**src/rtl/mem_arbiter_pkg.sv**
```systemverilog
// Bus encodings shared by the core, the DMA engine and the memory arbiter.
package mem_arbiter_pkg;

  localparam logic RW_READ  = 1'b1;
  localparam logic RW_WRITE = 1'b0;

  // Bit positions of each requester in per-owner vectors.
  localparam int OWN_CPU = 0;
  localparam int OWN_DMA = 1;
  localparam int NUM_OWN = 2;

  function automatic logic is_read(input logic rw);
    return rw != RW_WRITE;
  endfunction

endpackage

```
**src/rtl/mem_arbiter.sv**
```systemverilog
// Shares one memory port between CPU and DMA, with DMA cycle-stealing bounded by MAX_BURST.
// Grant is combinational in the request cycle; read data returns 1 cycle later; a losing CPU is held off via cpu_rdy.
module mem_arbiter
  import mem_arbiter_pkg::*;
#(
  parameter int AW        = 16,
  parameter int DW        = 8,
  parameter int MAX_BURST = 4
) (
  input  logic          clk,
  input  logic          rst_n,
  input  logic          cpu_req,
  input  logic          cpu_rw,
  input  logic [AW-1:0] cpu_ad,
  input  logic [DW-1:0] cpu_dout,
  output logic          cpu_rdy,
  output logic [DW-1:0] cpu_din,
  output logic          cpu_dvalid,
  input  logic          dma_req,
  input  logic          dma_rw,
  input  logic [AW-1:0] dma_ad,
  input  logic [DW-1:0] dma_dout,
  output logic          dma_gnt,
  output logic [DW-1:0] dma_din,
  output logic          dma_dvalid,
  output logic [AW-1:0] mem_ad,
  output logic          mem_rw,
  output logic [DW-1:0] mem_dout,
  input  logic [DW-1:0] mem_din
);

  localparam int              BCW       = $clog2(MAX_BURST + 1);
  localparam logic [BCW-1:0] BURST_LIM = BCW'(MAX_BURST);

  logic [BCW-1:0]     burst_cnt;
  logic [NUM_OWN-1:0] rd_own;
  logic               cpu_gnt;
  logic               burst_hit;

  // DMA only yields once it has stolen MAX_BURST cycles from a waiting CPU.
  assign burst_hit = cpu_req && (burst_cnt == BURST_LIM);
  assign dma_gnt   = dma_req && !burst_hit;
  assign cpu_gnt   = cpu_req && !dma_gnt;
  assign cpu_rdy   = cpu_gnt || !cpu_req;

  always_comb begin
    mem_ad   = '0;
    mem_rw   = RW_READ;
    mem_dout = '0;
    if (dma_gnt) begin
      mem_ad   = dma_ad;
      mem_rw   = dma_rw;
      mem_dout = dma_dout;
    end else if (cpu_gnt) begin
      mem_ad   = cpu_ad;
      mem_rw   = cpu_rw;
      mem_dout = cpu_dout;
    end
  end

  always_ff @(posedge clk) begin
    if (!rst_n) begin
      burst_cnt <= '0;
      rd_own    <= '0;
    end else begin
      rd_own[OWN_CPU] <= cpu_gnt && is_read(cpu_rw);
      rd_own[OWN_DMA] <= dma_gnt && is_read(dma_rw);
      if (cpu_gnt || !cpu_req)
        burst_cnt <= '0;
      else if (dma_gnt && (burst_cnt != BURST_LIM))
        burst_cnt <= burst_cnt + 1'b1;
    end
  end

  // Memory read data is broadcast; each consumer qualifies it with its own dvalid.
  assign cpu_dvalid = rd_own[OWN_CPU];
  assign dma_dvalid = rd_own[OWN_DMA];
  assign cpu_din    = mem_din;
  assign dma_din    = mem_din;

endmodule

```
**config.mk**
```make
export PLATFORM = sky130hd
export DESIGN_NAME = mem_arbiter
export DESIGN_NICKNAME = d
export VERILOG_FILES = /design/src/rtl/mem_arbiter_pkg.sv /design/src/rtl/mem_arbiter.sv
export SDC_FILE = /design/constraint.sdc
export NUM_CORES = 1
export LEC_CHECK = 0
export CORE_MARGIN = 8
export CORE_UTILIZATION = 29
export CTS_CLUSTER_SIZE = 40
export DETAILED_ROUTE_END_ITERATION = 7
export HOLD_SLACK_MARGIN = 0.12
export PLACE_DENSITY = 0.83
export SLEW_MARGIN = 5
export SYNTH_ARGS = -nofsm -noshare
export SYNTH_HDL_FRONTEND = slang
export SYNTH_SLANG_ARGS = --single-unit
export TNS_END_PERCENT = 30
```
**constraint.sdc**
```tcl
create_clock -name clk -period 3.95 [get_ports clk]
set_input_delay 1.185 -clock clk [delete_from_list [all_inputs] [get_ports clk]]
set_output_delay 1.185 -clock clk [all_outputs]
set_load 0.05 [all_outputs]
```
* Yosys cells after proc, flatten, opt, wreduce, memory -nomap -nowiden
Index checks and enable logic that the tools add are counted.
** Operators by class
- $add $sub $neg :: 1
- Multiply operators :: 0
- Div/mod/pow operators :: 0
- Order comparisons :: 0
- Equal/unequal tests :: 2
- Shift-type cells :: 0
- Mux-type cells :: 6
- Bitwise operators :: 1
- Reductions and logical operators :: 11
** Operators by type and width (count)
- 16-bit 2-to-1 mux :: 2
- 8-bit 2-to-1 mux :: 2
- 1-bit logical AND :: 6
- 3-bit by 1-bit adder with 3-bit output, second input constant :: 1
- 3-bit == test, second input constant :: 1
- 1-bit logical NOT :: 3
- 3-bit inequality test, second input constant :: 1
- 1-bit 2-to-1 mux :: 2
- 2-bit OR reduction :: 1
- 1-bit logical OR :: 1
- 1-bit inverter :: 1
** Word-level totals
- Register bits after elaboration :: 5
- Latch bits :: 0
- Memory bits (writable) :: 0
- Bits in read-only memories :: 0
- Bits of input ports :: 62
- Logic and storage cells :: 23
- Memories :: 0

* Logic depth before layout (Yosys ltp)
Gate-level depths: netlist of the first run.
- Depth in word-level cells :: 8
- Mapped depth :: 6
- Gate-level depth less buffers :: 4

* Worst setup path before layout of the first run
OpenSTA, ideal clock, no wires.
- Path type :: in2out
- From :: in cpu_req
- To :: out mem_ad[15]
- Data arrival time :: 2.359 ns
- Data required time :: 2.765 ns
- Setup slack :: 0.406 ns
- Cell stages on the path :: 4
- Path buffers :: 2
- Path through :: buf_6 > and3_1 > buf_6 > o22ai_1
** On the way
- Cells in the longest elaborated chain, start to end :: 7
** RTL lines
- from (decl) :: RTL line mem_arbiter.sv:12 : input logic cpu_req,
- 1-bit logical AND :: RTL line mem_arbiter.sv:41 : assign burst_hit = cpu_req && (burst_cnt == BURST_LIM);
- 1-bit logical NOT :: RTL line mem_arbiter.sv:42 : assign dma_gnt = dma_req && !burst_hit;
- 1-bit logical AND :: RTL line mem_arbiter.sv:42
- 1-bit logical NOT :: RTL line mem_arbiter.sv:43 : assign cpu_gnt = cpu_req && !dma_gnt;
- 1-bit logical AND :: RTL line mem_arbiter.sv:43
- 16-bit 2-to-1 mux :: RTL line mem_arbiter.sv:54 : end else if (cpu_gnt) begin
- 16-bit 2-to-1 mux (*) :: RTL line mem_arbiter.sv:50 : if (dma_gnt) begin
- to (decl) :: RTL line mem_arbiter.sv:26 : output logic [AW-1:0] mem_ad,
Mark *: on every way between the ends. The rest lies on a longest branch, timed or not.

* Final worst setup path of the first run
- From :: in cpu_req
- To :: out mem_rw
** On the way
- Cells in the longest elaborated chain, start to end :: 7
** RTL lines
- 1-bit logical AND :: RTL line mem_arbiter.sv:41
- 1-bit logical NOT :: RTL line mem_arbiter.sv:42
- 1-bit logical AND :: RTL line mem_arbiter.sv:42
- 1-bit logical NOT :: RTL line mem_arbiter.sv:43
- 1-bit logical AND :: RTL line mem_arbiter.sv:43
- 1-bit 2-to-1 mux :: RTL line mem_arbiter.sv:54
- 1-bit 2-to-1 mux (*) :: RTL line mem_arbiter.sv:50
- to (decl) :: RTL line mem_arbiter.sv:27 : output logic mem_rw,
Marks and branches as above.

==> results of run 1 <==
## layout make-up
type                            count  area (um^2)
Clock buffer                        4         26.3
Fill cell                         299         1390
Inverter                            4         15.0
Multi-Input combinational cell     90          602
Sequential cell                     5          100
Tap cell                           44         55.1
Timing Repair Buffer               87          841
## cell usage in the layout (no fill, tap or decap), types with 2 or more instances in the layout
master	count
buf_12	4
buf_4	28
clkbuf_4	3
clkdlybuf4s50_1	55
dfxtp_1	5
ha_1	2
inv_1	4
nand2_1	50
nand2b_1	2
nand3_1	2
nor4b_1	2
o22ai_1	4
o22ai_2	20
## synthesized netlist by cell type, drive strengths merged
| cell type | instances | area share |
|---|---|---|
| nand2 | 50 | 0.20 |
| buf | 26 | 0.23 |
| o22ai | 24 | 0.30 |
| dfxtp | 5 | 0.11 |
| inv | 4 | 0.016 |
| ha | 2 | 0.027 |
| nand2b | 2 | 0.014 |
| nand3 | 2 | 0.011 |
| nor4b | 2 | 0.019 |
| a211oi | 1 | 0.014 |
| a21boi | 1 | 0.012 |
| and3 | 1 | 0.0068 |
| clkbuf | 1 | 0.0041 |
| nor2 | 1 | 0.0041 |
| nor2b | 1 | 0.0068 |
| nor3b | 1 | 0.0082 |
| o32a | 1 | 0.011 |
| or3b | 1 | 0.0095 |
## state kept, by name (all words and copies together) (netlist names)
register,flops
burst_cnt,3
rd_own,2
## routing by layer
| layer | vias to the layer above | GRT usage |
|---|---|---|
| li1 | 539 | - |
| met1 | 490 | 0.129 |
| met2 | 50 | 0.206 |
| met3 | 4 | 0.0455 |
| met4 | 0 | 0.0454 |
| met5 | - | 0 |
## cells by family (layout without fill, tap and decap cells)
| group | Yosys count | in the layout | share of synthesized area |
|---|---|---|---|
| buffers and inverters | 31 | 95 | 0.246 |
| and+or+nand+nor | 61 | 61 | 0.283 |
| adders and majority gates | 2 | 2 | 0.0272 |
| AOI/OAI and AO/OA | 27 | 27 | 0.336 |
| DFF | 5 | 5 | 0.109 |
## power groups by stage
stage               logic [W]  clock network [W]  registers (W)
CTS                  0.000227          0.0000615      0.0000524
global placement     0.000225                  0      0.0000533
detailed placement   0.000227                  0      0.0000533
global route         0.000238          0.0000632      0.0000525
floorplan            0.000169                  0      0.0000556
finish               0.000225          0.0000598      0.0000524
## per-stage QoR
stage	util	setup WS, ns	cells	hold WS, ns	power [W]
2_1_floorplan	-	0.406	126	0.430	0.000225
3_3_place_gp	0.533	0.243	230	0.458	0.000278
3_5_place_dp	0.533	0.216	230	0.456	0.000280
4_1_cts	0.541	0.217	234	0.465	0.000341
5_1_grt	0.541	0.160	234	0.497	0.000354
6_report	0.541	0.228	234	0.463	0.000337
## critical path, delay by kind of cell
family,cells,cell delay [ns]
AOI/OAI and AO/OA,1,0.39
buffers and inverters,4,0.96
## how the worst max path moves through the flow
stage          depth (start not counted)     from           to  slack, ns
5_1_grt                                5  cpu_req  mem_dout[7]       0.16
6_report                               5  cpu_req       mem_rw       0.23
3_5_place_dp                           5  cpu_req       mem_rw       0.22
2_1_floorplan                          4  cpu_req   mem_ad[15]       0.41
3_3_place_gp                           5  cpu_req       mem_rw       0.24
4_1_cts                                5  cpu_req       mem_rw       0.22
==> metrics.csv, run 1 <==
metric;value;unit
status;finished clean;
reg2reg_to;rd_own[0];
setup_viol_count_final;0;
p_per_area;206;nW/um^2
placed_cell_area;1610;um^2
syn_inst;126;
slew_headroom;0.664;
grt_max_degree;29;
n_antenna_cell;0;
arrival;2.54;ns
cts_htree_levels;1;
path_cells;clkdlybuf4s50_1 -> buf_4 -> inv_1 -> o32a_1 -> buf_12;
cts_sinks;5;
hp-class;reg -> reg;
met2_length;1.53;mm
ys_ff_latch;5;
ir_worst_vdd;0.0000698;V
grt_overflow;0;
yosysSeqAreaShare;0.109;
rsz0062_at_grt;false;
switchingPower;0.000146;W
gp_congestion;0.721;
worstPathMaxFanout;13;
grt_pass1_vias;1125;
crit_slowest_cell;clkdlybuf4s50_1;
worstSkewPairLatency;0.24;ns
max_slew.worst_pin.slew;0.502;ns
dr.pass1.iters;4;
fin_worst_skew;0.00269;ns
max_cap_viol_count;0;
finalNetCount;255;
post-route-min-period;3.72;ns
syn_to_final_growth;78.0;%
drtIter0Drc;32;
hpwl;2.53;mm
top_layer;met4;
fp.dieH;72.4;um
port_buffers;82;
worstRegToRegCells;5;
synth_cell_types;21;
final_hold_viol_count;0;
seqPwrFrac;0.155;
drt_wl_total;3.21;mm
cts_resized;0;
leakagePower;0.693;nW
grt_use_total;0.120;
vias_per_cell;4.63;
synth_area;921;um^2
hold_depth;1;
hold_start;burst_cnt[0];
setup_tns;0;ns
max_stage_delay;0.49;ns
grt_pass1_wl;5.09;mm
switching_share;0.434;
ios;107;
avgSynthCellArea;7.31;um^2
rows;20;
ys_warn_count;0;
fin_area;1640;um^2
hold_end;burst_cnt[0];
clockPowerShare;0.177;
worstReg2RegStart;burst_cnt[0];
critPathKind;in -> out;
core;3030;um^2
post_cts.repair.setup_buffers;0;
dieArea;5230;um^2
drive_gt1_frac;0.300;
start_util;0.304;
fmax;0.269;GHz
final_max_slew_viol_count;0;
path_clk_slew;0.04;ns
comb_power_share;0.667;
wl_met1;1.35;mm
vias;1083;
ant_nets;0;
post-route-period-util;0.942;
cp-start-kind;input pin;
antenna_found_initial;0;
cts_hold_repair.buffers;0;
dr_wl_met3;281;um
cts_made_buffers;3;
drc;0;
cts_tree;yes;
intPower;0.000191;W
clock_path_buffers;2;
syn-num-nets;190;
cts_root_buf;clkbuf_4;
wl_per_cell;13.7;um
reg2reg_setup_slack;2.64;ns
die_w;72.4;um
crit_required;2.76;ns
endpoint_kind;output port;
Power figures use the tool's default switching activity.
==> run 2, diff against run 1 <==
==> constraint.sdc (replaced) <==
create_clock -name clk -period 3.95 [get_ports clk]
set_input_delay 0.79 -clock clk [delete_from_list [all_inputs] [get_ports clk]]
set_output_delay 0.79 -clock clk [all_outputs]
set_load 0.05 [all_outputs]
==> run 2 against run 1 <==
  * First-iteration DRC count is 81% higher
  * Sequential share of layout area grew 0.085 points
  * Flip-flop and latch count unchanged
  * Die area is the same
  * Power down 0.40%
  * Via count decreased by 1.1%
  * Clock skew shrank 0.00093 ns
  * Critical path depth is the same
  * Fmax rose by 21%
  * Worst setup slack improved by 0.65 ns
==> metrics.csv, run 2 (synthesis gave the netlist of run 1 again) <==
metric;value;unit;change
status;finished clean;;
endpoint_kind;output port;;
vias_per_cell;4.54;;-1.9%
ant_nets;0;;unchanged
final_common_cell;clkdlybuf4s50_1;;
ios;107;;unchanged
final_max_slew_viol_count;0;;unchanged
crit_slowest_cell;clkdlybuf4s50_1;;
cts_sinks;5;;unchanged
arrival;2.28;ns;-0.26 ns
crit_required;3.16;ns;+0.40 ns
drtIter0Drc;58;;+81%
hold_depth;1;;unchanged
max_stage_delay;0.62;ns;+0.13 ns
regMostFlops;burst_cnt;;
post_cts.repair.setup_buffers;0;;unchanged
fin_util;0.534;;-0.00744
fp.dieH;72.4;um;unchanged
post-route-min-period;3.07;ns;-0.653 ns
critPathKind;in -> out;;
rows;20;;unchanged
worstSkewPairLatency;0.25;ns;about the same
hp-class;reg -> reg;;
cts_root_buf;clkbuf_4;;
rsz0062_at_grt;false;;
cts_tree;yes;;
fin_worst_skew;0.00175;ns;-0.000931 ns
final_hold_viol_count;0;;unchanged
finalNetCount;257;;+0.78%
core;3030;um^2;unchanged
ir_worst_vdd;0.0000728;V;+4.3%
p_per_area;208;nW/um^2;+0.99%
grt_overflow;0;;unchanged
antenna_found_initial;0;;unchanged
gp_congestion;0.725;;+0.50%
vias;1071;;-1.1%
grt_pass1_wl;4.95;mm;-2.7%
cts_made_buffers;3;;unchanged
cts_htree_levels;1;;unchanged
slew_headroom;0.664;;about the same
max_cap_viol_count;0;;unchanged
cts_resized;0;;unchanged
dr.pass1.iters;4;;unchanged
n_antenna_cell;0;;unchanged
fin_ws;0.881;ns;+0.653 ns
grt_max_degree;29;;unchanged
worstReg2RegStart;burst_cnt[0];;
die_w;72.4;um;unchanged
grt_use_total;0.117;;-0.00248
p_total;0.000336;W;-0.40%
max_slew.worst_pin.slew;0.502;ns;+0.000409 ns
start_util;0.304;;unchanged
hold_end;burst_cnt[0];;
placed_cell_area;1590;um^2;-1.4%
crit_family;buffers and inverters;;
largest_register_ffs;3;;unchanged
leakagePower;0.690;nW;-0.37%
drt_wl_total;3.26;mm;+1.8%
worstRegToRegCells;5;;unchanged
drive_gt1_frac;0.307;;+0.00729
reg_top3;burst_cnt x3, rd_own x2;;
layout_common_cells;clkdlybuf4s50_1 (55), nand2_1 (50), buf_4 (33);;
reg2reg_to;rd_own[0];;
post-route-period-util;0.777;;-0.165
critPathBufInv;4;;unchanged
wl_per_cell;13.8;um;+0.98%
setup_viol_count_final;0;;unchanged
grt_pass1_vias;1090;;-3.1%
drc;0;;unchanged
setup_tns;0;ns;unchanged
dieArea;5230;um^2;unchanged
port_buffers;82;;unchanged
pre_cts_slack;0.855;ns;+0.639 ns
reg2reg_setup_slack;2.45;ns;-0.19 ns
worstPathMaxFanout;11;;-2
fmax;0.326;GHz;+21%
cp-start-kind;input pin;;
hold_start;burst_cnt[0];;
cts_hold_repair.buffers;0;;unchanged
path_cells;clkdlybuf4s50_1 -> buf_4 -> inv_1 -> o32a_1 -> buf_12;;
path_clk_slew;0.04;ns;about the same
hpwl;2.68;mm;+5.9%
clock_path_buffers;2;;unchanged
syn_to_final_growth;75.5;%;
fin_area;1620;um^2;-1.4%
[run 2: cell types whose count changed in the layout (fill, tap and decap cells not counted), sizes merged]
cell  before  now
buf       32   34
[run 2: stage by stage]
stage                     instances  hold slack, ns
after floorplan                 126           0.430
after global placement          232           0.456
after detailed placement        232           0.477
after CTS                       236           0.483
after global routing            236           0.504
final                           236           0.476
[run 2: how the worst max path moves through the flow]
stage | cells after the start | start | slack (ns) | end
after floorplan | 4 | cpu_req | 1.20 | mem_ad[15]
after global placement | 5 | dma_req | 0.88 | mem_rw
after detailed placement | 5 | cpu_req | 0.85 | mem_rw
after CTS | 5 | cpu_req | 0.85 | mem_rw
after global routing | 5 | dma_req | 0.79 | mem_rw
final | 5 | cpu_req | 0.88 | mem_rw
[run 2: cell type report]
type	count	area, um^2
well taps	44	55.1
inverters	4	15.0
multi-input cells	90	602
repair buffers	89	818
clock buffers	4	26.3
fillers	318	1410
flip-flops and latches	5	100
[run 2: routing by layer]
layer,vias up,GRT usage,part of all wire
met1,470,0.121,0.39
met3,5,0.0620,0.11
met4,0,0.0385,0.0098
met2,51,0.198,0.49
met5,-,0,0
li1,545,-,-
[run 2: where the power goes]
group | leakage (nW) | internal [W] | switching [W]
registers | 0.0407 | 0.0000519 | 0.000000576
logic | 0.634 | 0.0000987 | 0.000124
clock network | 0.0150 | 0.0000383 | 0.0000224
total | 0.690 | 0.000189 | 0.000147
==> run 3, diff against run 2 <==
--- a/config.mk
+++ b/config.mk
@@ -6,11 +6,11 @@
 export NUM_CORES = 1
 export LEC_CHECK = 0
 export CORE_MARGIN = 8
-export CORE_UTILIZATION = 29
+export CORE_UTILIZATION = 27
 export CTS_CLUSTER_SIZE = 40
 export DETAILED_ROUTE_END_ITERATION = 7
 export HOLD_SLACK_MARGIN = 0.12
-export PLACE_DENSITY = 0.83
+export PLACE_DENSITY = 0.78
 export SLEW_MARGIN = 5
 export SYNTH_ARGS = -nofsm -noshare
 export SYNTH_HDL_FRONTEND = slang
==> constraint.sdc (replaced) <==
create_clock -name clk -period 2.9 [get_ports clk]
set_input_delay 0.58 -clock clk [delete_from_list [all_inputs] [get_ports clk]]
set_output_delay 0.58 -clock clk [all_outputs]
set_load 0.05 [all_outputs]
==> run 3 against run 2 <==
  * Clock power up 35%
  * Final cell count up 0.85%
  * Global-route usage down 0.60 points
  * First-iteration DRC count down 52%
  * Register-to-register slack worse by 0.88 ns
  * Sequential share of layout area down 0.057 points
  * Via count unchanged
  * Clock-buffer cell count unchanged
  * Die area up 5.7%
  * Cell area up 0.93%
  * Flip-flop and latch count unchanged
  * Utilization down 4.1 points
  * Critical path type unchanged
==> metrics.csv, run 3 (synthesis gave the netlist of run 1 again) <==
metric;value;unit;change
status;finished clean;;
cts_sinks;5;;unchanged
leakagePower;0.696;nW;+0.81%
cts_hold_repair.buffers;0;;unchanged
cts_root_buf;clkbuf_4;;
endpoint_kind;output port;;
regMostFlops;burst_cnt;;
finalNetCount;257;;unchanged
core;3310;um^2;+9.3%
max_cap_viol_count;0;;unchanged
arrival;1.97;ns;-0.31 ns
worstPathMaxFanout;13;;+2
reg_top3;burst_cnt x3, rd_own x2;;
p_per_area;281;nW/um^2;+35%
setup_tns;0;ns;unchanged
ir_worst_vdd;0.000201;V;+180%
drt_wl_total;3.33;mm;+2.0%
n_antenna_cell;0;;unchanged
cts_made_buffers;3;;unchanged
hp-class;reg -> reg;;
cts_htree_levels;1;;unchanged
rsz0062_at_grt;false;;
ant_nets;0;;unchanged
fmax;0.393;GHz;
cp-start-kind;input pin;;
fin_util;0.493;;-0.0411
final_max_slew_viol_count;0;;unchanged
grt_pass1_vias;1070;;-1.8%
whs;0.464;ns;-0.0119 ns
gp_congestion;0.711;;-2.0%
placed_cell_area;1610;um^2;+0.94%
cts_resized;0;;unchanged
ios;107;;unchanged
critPathKind;in -> out;;
largest_register_ffs;3;;unchanged
start_util;0.278;;-0.0260
post-route-min-period;2.55;ns;
final_common_cell;clkdlybuf4s50_1;;
cts_tree;yes;;
vias;1071;;unchanged
clock_path_buffers;2;;unchanged
post-route-period-util;0.878;;
fin_area;1630;um^2;+0.93%
grt_use_total;0.111;;-0.00604
post_cts.repair.setup_buffers;0;;unchanged
syn_to_final_growth;77.2;%;
final_hold_viol_count;0;;unchanged
p_total;0.000458;W;+36%
port_buffers;82;;unchanged
layout_common_cells;clkdlybuf4s50_1 (55), nand2_1 (50), buf_4 (32);;
setup_viol_count_final;0;;unchanged
grt_max_degree;29;;unchanged
die_w;74.4;um;+2.8%
hold_depth;1;;unchanged
fp.dieH;74.4;um;+2.8%
dr.pass1.iters;4;;unchanged
drc;0;;unchanged
slew_headroom;0.658;;-0.00557
grt_overflow;0;;unchanged
fillers;350;;+10%
crit_required;2.32;ns;-0.84 ns
worstRegToRegCells;5;;unchanged
rows;21;;+5.0%
worstSkewPairLatency;0.25;ns;about the same
path_clk_slew;0.05;ns;about the same
wl_per_cell;14.0;um;+1.1%
fin_worst_skew;0.00736;ns;+0.00560 ns
antenna_found_initial;0;;unchanged
hpwl;2.76;mm;+3.3%
grt_pass1_wl;4.99;mm;+0.83%
drtIter0Drc;28;;-52%
max_slew.worst_pin.slew;0.511;ns;+0.00833 ns
drive_gt1_frac;0.307;;unchanged
dieArea;5540;um^2;+5.7%
vias_per_cell;4.50;;-0.84%
-- run 3: cell counts in the layout (fill, tap and decap cells not counted) --
No cell type changed its count.
-- run 3: critical path, cell delays in order --
cell	delay, ns
clkdlybuf4s50_1	0.52
buf_4	0.20
inv_1	0.10
o32a_1	0.39
buf_12	0.16
-- run 3: power breakdown --
| part | internal (W) | switching, W |
|---|---|---|
| registers | 0.0000706 | 0.000000708 |
| logic | 0.000136 | 0.000169 |
| clock network | 0.0000521 | 0.0000298 |
-- run 3: stage by stage --
step | setup slack (ns) | std cells
after CTS | 0.337 | 238
final | 0.354 | 238
after detailed placement | 0.338 | 234
after global routing | 0.282 | 238
after floorplan | 0.566 | 126
after global placement | 0.367 | 234
-- run 3: path summary, 6_finish.rpt --
path                                   start           end  slack (ns)
worst max-delay path                 cpu_req        mem_rw        0.35
worst min-delay path            burst_cnt[0]  burst_cnt[0]        0.46
worst max register to register  burst_cnt[0]     rd_own[1]        1.57
worst min register to register  burst_cnt[0]  burst_cnt[0]        0.46
-- run 3: layout make-up --
type | instances | area (um^2) | area share
sequential | 5 | 100 | 0.0613
tap | 46 | 57.6 | 0.0353
clock buffer | 4 | 26.3 | 0.0161
timing repair buffer | 89 | 831 | 0.509
inverter | 4 | 15.0 | 0.00920
multi-input combinational | 90 | 602 | 0.369
-- run 3: layer usage --
metal	GRT usage	routed length (um)	part of all wire	vias to the layer above
met5	0	0	0	-
met4	0.0217	14	0.0042	0
met3	0.0526	365	0.11	4
met2	0.188	1560	0.47	55
met1	0.123	1390	0.42	466
li1	-	-	-	546
